[config.mk]
export PLATFORM = sky130hd
export DESIGN_NAME = pe_act_feeder
export DESIGN_NICKNAME = d
export VERILOG_FILES = /design/src/rtl/pe_act_feeder.sv
export SDC_FILE = /design/constraint.sdc
export NUM_CORES = 1
export LEC_CHECK = 0
export CAP_MARGIN = 10
export CELL_PAD_IN_SITES_DETAIL_PLACEMENT = 0
export CELL_PAD_IN_SITES_GLOBAL_PLACEMENT = 2
export CORE_MARGIN = 2
export CORE_UTILIZATION = 25
export CTS_BUF_LIST = sky130_fd_sc_hd__clkbuf_4 sky130_fd_sc_hd__clkbuf_8
export DETAILED_ROUTE_END_ITERATION = 12
export PLACE_DENSITY = 0.68
export SLEW_MARGIN = 20
export SYNTH_ARGS = -nofsm -noshare
export SYNTH_HDL_FRONTEND = slang
export SYNTH_SLANG_ARGS = --single-unit
[constraint.sdc]
create_clock -name clk -period 8.32 [get_ports clk]
set_clock_uncertainty 0.15 [all_clocks]
set_input_delay 1.664 -clock clk [delete_from_list [all_inputs] [get_ports clk]]
set_output_delay 1.664 -clock clk [all_outputs]
set_load 0.01 [all_outputs]
[src/rtl/pe_act_feeder.sv]
// Activation feeder: walks conv windows through the ifmap SRAM and streams each
// word to PE0, with valid/final strobes skewed one cycle per PE along the row.
module pe_act_feeder #(
  parameter int ADDR_W    = 11,
  parameter int DATA_W    = 64,
  parameter int ROW_WORDS = 12,
  parameter int KROWS     = 3,
  parameter int ROW_PITCH = 264,
  parameter int WIN_STEP  = 4,
  parameter int NUM_WIN   = 4,
  parameter int NUM_PE    = 8
) (
  input  logic              clk,
  input  logic              reset,
  input  logic              start,
  input  logic [ADDR_W-1:0] base_addr,
  input  logic              hold,
  output logic              sram_rd_en,
  output logic [ADDR_W-1:0] sram_addr,
  input  logic [DATA_W-1:0] sram_rdata,
  output logic [DATA_W-1:0] act_out,
  output logic              valid_out,
  output logic              final_out,
  output logic [NUM_PE-1:0] valid_skew,
  output logic [NUM_PE-1:0] final_skew,
  output logic              busy,
  output logic              done
);

  localparam int WORD_W = $clog2(ROW_WORDS + 1);
  localparam int ROW_W  = $clog2(KROWS + 1);
  localparam int WIN_W  = $clog2(NUM_WIN + 1);
  localparam logic [WORD_W-1:0] WORD_LAST = WORD_W'(ROW_WORDS - 1);
  localparam logic [ROW_W-1:0]  ROW_LAST  = ROW_W'(KROWS - 1);
  localparam logic [WIN_W-1:0]  WIN_LAST  = WIN_W'(NUM_WIN - 1);

  typedef enum logic [1:0] {
    S_IDLE  = 2'd0,
    S_RUN   = 2'd1,
    S_DRAIN = 2'd2,
    S_DONE  = 2'd3
  } state_t;

  state_t             state_q, state_d;
  logic [ADDR_W-1:0]  base_q, base_d;
  logic [WORD_W-1:0]  word_q, word_d;
  logic [ROW_W-1:0]   row_q, row_d;
  logic [WIN_W-1:0]   win_q, win_d;
  logic               issue_s, win_end_s, run_end_s;
  logic [ADDR_W-1:0]  addr_s;
  logic               rd_en_q, rd_fin_q, rd_last_q;
  logic [ADDR_W-1:0]  addr_q;
  logic               s1_v_q, s1_f_q, s1_l_q, lst_q;
  logic [DATA_W-1:0]  act_q;
  logic [NUM_PE-1:0]  vsk_q, fsk_q;

  assign win_end_s = (word_q == WORD_LAST) && (row_q == ROW_LAST);
  assign run_end_s = win_end_s && (win_q == WIN_LAST);
  // Address math is done in ADDR_W bits so it wraps modulo the SRAM size.
  assign addr_s = base_q + ADDR_W'(win_q) * ADDR_W'(WIN_STEP)
                + ADDR_W'(row_q) * ADDR_W'(ROW_PITCH) + ADDR_W'(word_q);

  always_ff @(posedge clk or posedge reset) begin
    if (reset) state_q <= S_IDLE;
    else       state_q <= state_d;
  end

  always_comb begin
    state_d = state_q;
    case (state_q)
      S_IDLE:  if (start) state_d = S_RUN; else state_d = S_IDLE;
      S_RUN:   if (issue_s && run_end_s) state_d = S_DRAIN; else state_d = S_RUN;
      S_DRAIN: if (lst_q) state_d = S_DONE; else state_d = S_DRAIN;
      S_DONE:  state_d = S_IDLE;
      default: state_d = S_IDLE;
    endcase
  end

  always_comb begin
    issue_s = (state_q == S_RUN) && !hold;
    busy    = (state_q == S_RUN) || (state_q == S_DRAIN);
    done    = (state_q == S_DONE);
  end

  // Window walk: word innermost, then kernel row, then window.
  always_comb begin
    base_d = base_q;
    word_d = word_q;
    row_d  = row_q;
    win_d  = win_q;
    if ((state_q == S_IDLE) && start) begin
      base_d = base_addr;
      word_d = '0;
      row_d  = '0;
      win_d  = '0;
    end else if (issue_s) begin
      if (word_q == WORD_LAST) begin
        word_d = '0;
        if (row_q == ROW_LAST) begin
          row_d = '0;
          if (win_q == WIN_LAST) win_d = '0;
          else                   win_d = win_q + WIN_W'(1);
        end else begin
          row_d = row_q + ROW_W'(1);
        end
      end else begin
        word_d = word_q + WORD_W'(1);
      end
    end else begin
      base_d = base_q;
    end
  end

  always_ff @(posedge clk or posedge reset) begin
    if (reset) begin
      base_q <= '0;
      word_q <= '0;
      row_q  <= '0;
      win_q  <= '0;
    end else begin
      base_q <= base_d;
      word_q <= word_d;
      row_q  <= row_d;
      win_q  <= win_d;
    end
  end

  // Tags ride alongside the read: issue -> SRAM data cycle -> PE0 output.
  always_ff @(posedge clk or posedge reset) begin
    if (reset) begin
      rd_en_q   <= 1'b0;
      rd_fin_q  <= 1'b0;
      rd_last_q <= 1'b0;
      addr_q    <= '0;
      s1_v_q    <= 1'b0;
      s1_f_q    <= 1'b0;
      s1_l_q    <= 1'b0;
      lst_q     <= 1'b0;
      act_q     <= '0;
      vsk_q     <= '0;
      fsk_q     <= '0;
    end else begin
      rd_en_q   <= issue_s;
      rd_fin_q  <= issue_s && win_end_s;
      rd_last_q <= issue_s && run_end_s;
      addr_q    <= issue_s ? addr_s : addr_q;
      s1_v_q    <= rd_en_q;
      s1_f_q    <= rd_fin_q;
      s1_l_q    <= rd_last_q;
      lst_q     <= s1_l_q;
      act_q     <= s1_v_q ? sram_rdata : act_q;
      vsk_q     <= {vsk_q[NUM_PE-2:0], s1_v_q};
      fsk_q     <= {fsk_q[NUM_PE-2:0], s1_f_q};
    end
  end

  assign sram_rd_en = rd_en_q;
  assign sram_addr  = addr_q;
  assign act_out    = act_q;
  assign valid_out  = vsk_q[0];
  assign final_out  = fsk_q[0];
  assign valid_skew = vsk_q;
  assign final_skew = fsk_q;

endmodule

==> flow_metrics.tcl <==
set metrics [dict create \
    crit_slowest_cell "clkdlybuf4s50_1" \
    dpl.hpwl_um 9120 \
    required_ns 6.51 \
    postCtsSetupRepairBufs 0 \
    cts_buffer_depth 2 \
    htree_levels 4 \
    synth_xor_xnor_area_share 0.00650 \
    report.final.slew_viol_count 0 \
    synth_edf_count 0 \
    finalSetupViolCount 0 \
    synth_compound_area_frac 0.0522 \
    dieArea_mm2 0.0212 \
    final_nets 645 \
    instances_no_fill 817 \
    grt_pass1_vias 3566 \
    worstHoldPathType "register to register" \
    clk_pin_slew_ns 0.07 \
    outcome "finished, final reports clean" \
    layout_common_cells "clkdlybuf4s50_1, dfrtp_1, mux2_2, nand2_1, ha_1" \
    insertion_delay_ns 0.43 \
    drt_iter0_markers 70 \
    drive_gt1_frac 0.214 \
    fin_crit_sh 0.430 \
    hold_violations 0 \
    cp-end-kind "output port" \
    post-route-util 0.376 \
    synth.largest_area_cell "dfrtp_1" \
    diodes 0 \
    grt_pass1_wl_um 20100 \
    ys_top_cells_by_area "dfrtp_1, mux2_2, ha_1" \
    arrival_ns 1.76 \
    slew-limit-headroom 0.508 \
    cts_made_buffers 17 \
    dpl.cell_count 786 \
    detail-route-antenna-nets 0 \
    fp-row-count 51 \
    postSynthCellCount 361 \
    initial_core_util 0.256 \
    cp.buffers_inverters 2 \
    routed_wl_um 12300 \
    cp_cell_sequence "inv_1, ha_1, clkdlybuf4s50_1" \
    p_per_area_mw_per_mm2 331 \
    antenna_found_initial 0 \
    gp_congestion 0.784 \
    worstMarginPinSlew_ns 0.738 \
    clkSinkCount 120 \
    area_growth_pct 47.3 \
    synth-simple-area-share 0.0677 \
    ir_drop_v 0.000107 \
    drt_pre_antenna_iters 4 \
    drc 0 \
    synth_top_flop_cell "dfrtp_1" \
    cts_root_buf "clkbuf_8" \
    worst-r2r-setup-slack_ns 5.13 \
    worst_setup_path_start_kind "register" \
    synth_top_family_by_area "multiplexers" \
    rsz0062_at_grt "false" \
    ys_seq_area_frac 0.600 \
    mostFrequentLayoutCell "clkdlybuf4s50_1" \
    synthMuxAreaShare 0.168 \
    place_ws_ns 4.52 \
    crit_family "buffers and inverters" \
    wl_per_cell_um 15.0 \
    syn_nets 466 \
    grt-ovfl-total 0 \
    fp.dieW_um 146 \
    slowest_delay_ns 0.53 \
    grt_use_total 0.122 \
    yosys_register_bits 120 \
    cts_hold_buf 0 \
    period_needed_ns 3.58 \
    total_power_w 0.00244 \
    tritoncts "done" \
    coreArea_mm2 0.0196 \
    synth_fa_ha_area_frac 0.0725 \
    tns_ns 0 \
    ios 175 \
    crit_fanout 5 \
    via_per_inst 4.21 \
    async_flop_share 1.00 \
    synth_cell_types 43 \
    grt_start_max_net_pins 81 \
    layout_setup_ws_ns 4.74 \
    synth_warnings 0 \
    fmax_mhz 280 \
    synth_top_cell_area_share 0.600 \
    port_buffers 174 \
    avgSynthCellArea_um2 13.9 \
    syn_area_mm2 0.00501 \
    die_h_um 146 \
    p_leak_nw 3.19 \
    ctsResizeCount 0 \
    drv_cap 0 \
    crit_type "register to output port" \
    vias 3439 \
]
==> synthesized netlist by cell type (all sizes together), types with 2 or more instances <==
| library cell | count |
|---|---|
| nand2 | 27 |
| dfrtp | 120 |
| a21oi | 8 |
| nor3b | 3 |
| ha | 21 |
| buf | 15 |
| nand3 | 2 |
| a211oi | 4 |
| o21ai | 15 |
| o211ai | 4 |
| clkbuf | 2 |
| fa | 5 |
| nor2 | 9 |
| mux2i | 2 |
| o21a | 3 |
| a21o | 2 |
| nand3b | 2 |
| inv | 21 |
| nand2b | 2 |
| mux2 | 73 |
| nor3 | 6 |
==> worst reg2reg max path, cell delays in order, from the launching register on <==
cell and delay [ns]:
dfrtp_1 0.47, inv_1 0.12, fa_1 0.51, inv_1 0.05, fa_1 0.54, inv_1 0.07, fa_1 0.43, nor2b_1 0.21
o31a_1 0.27, a211oi_1 0.09, a21o_1 0.17
==> layout make-up <==
| class | instances | area (µm²) |
|---|---|---|
| Clock buffer | 18 | 241 |
| Clock inverter | 13 | 109 |
| Fill cell | 1908 | 12200 |
| Inverter | 21 | 81.3 |
| Multi-Input combinational cell | 203 | 1840 |
| Sequential cell | 120 | 3000 |
| Tap cell | 265 | 332 |
| Timing Repair Buffer | 177 | 1770 |
==> logic make-up after synthesis <==
logic type	Yosys count
flip-flops	120
multiplexers	75
AND/OR/NAND/NOR	59
AO/OA/AOI/OAI	41
buffers and inverters	38
adder cells (fa/ha/maj)	26
XOR/XNOR	2
==> layer usage <==
layer  GRT usage  share of wire
met4      0.0338          0.011
met1       0.164           0.47
met5           0              0
met2       0.182           0.44
met3      0.0476          0.074
==> report_power, final <==
group / switching (W) / internal (W)
logic: 0.000397 / 0.000611
registers: 0.000146 / 0.000817
clock network: 0.000237 / 0.000235
total: 0.000780 / 0.00166
==> stage by stage <==
step           instance area [µm²]  hold WS (ns)
2_1_floorplan                 5010         0.181
3_3_place_gp                  7020         0.186
3_5_place_dp                  7020         0.187
4_1_cts                       7370         0.206
5_1_grt                       7370         0.214
6_report                      7370         0.201
==> worst paths after layout <==
check	to	from	depth (start not counted)
worst max-delay path	busy	state_q[0]	3
worst min-delay path	s1_f_q	rd_fin_q	0
worst max register to register	sram_addr[6]	word_q[3]	10
worst min register to register	s1_f_q	rd_fin_q	0
max in group asynchronous	act_out[34]	reset	3
min in group asynchronous	act_out[16]	reset	2
==> flip-flops by register name (all words and copies together) (netlist names), 2 cells and up, named ones only <==
| signal | count |
|---|---|
| act_out | 64 |
| word_q | 4 |
| row_q | 2 |
| sram_addr | 11 |
| base_q | 11 |
| valid_skew | 8 |
| final_skew | 8 |
| win_q | 3 |
Note: power is estimated with default switching activity, not from simulation.
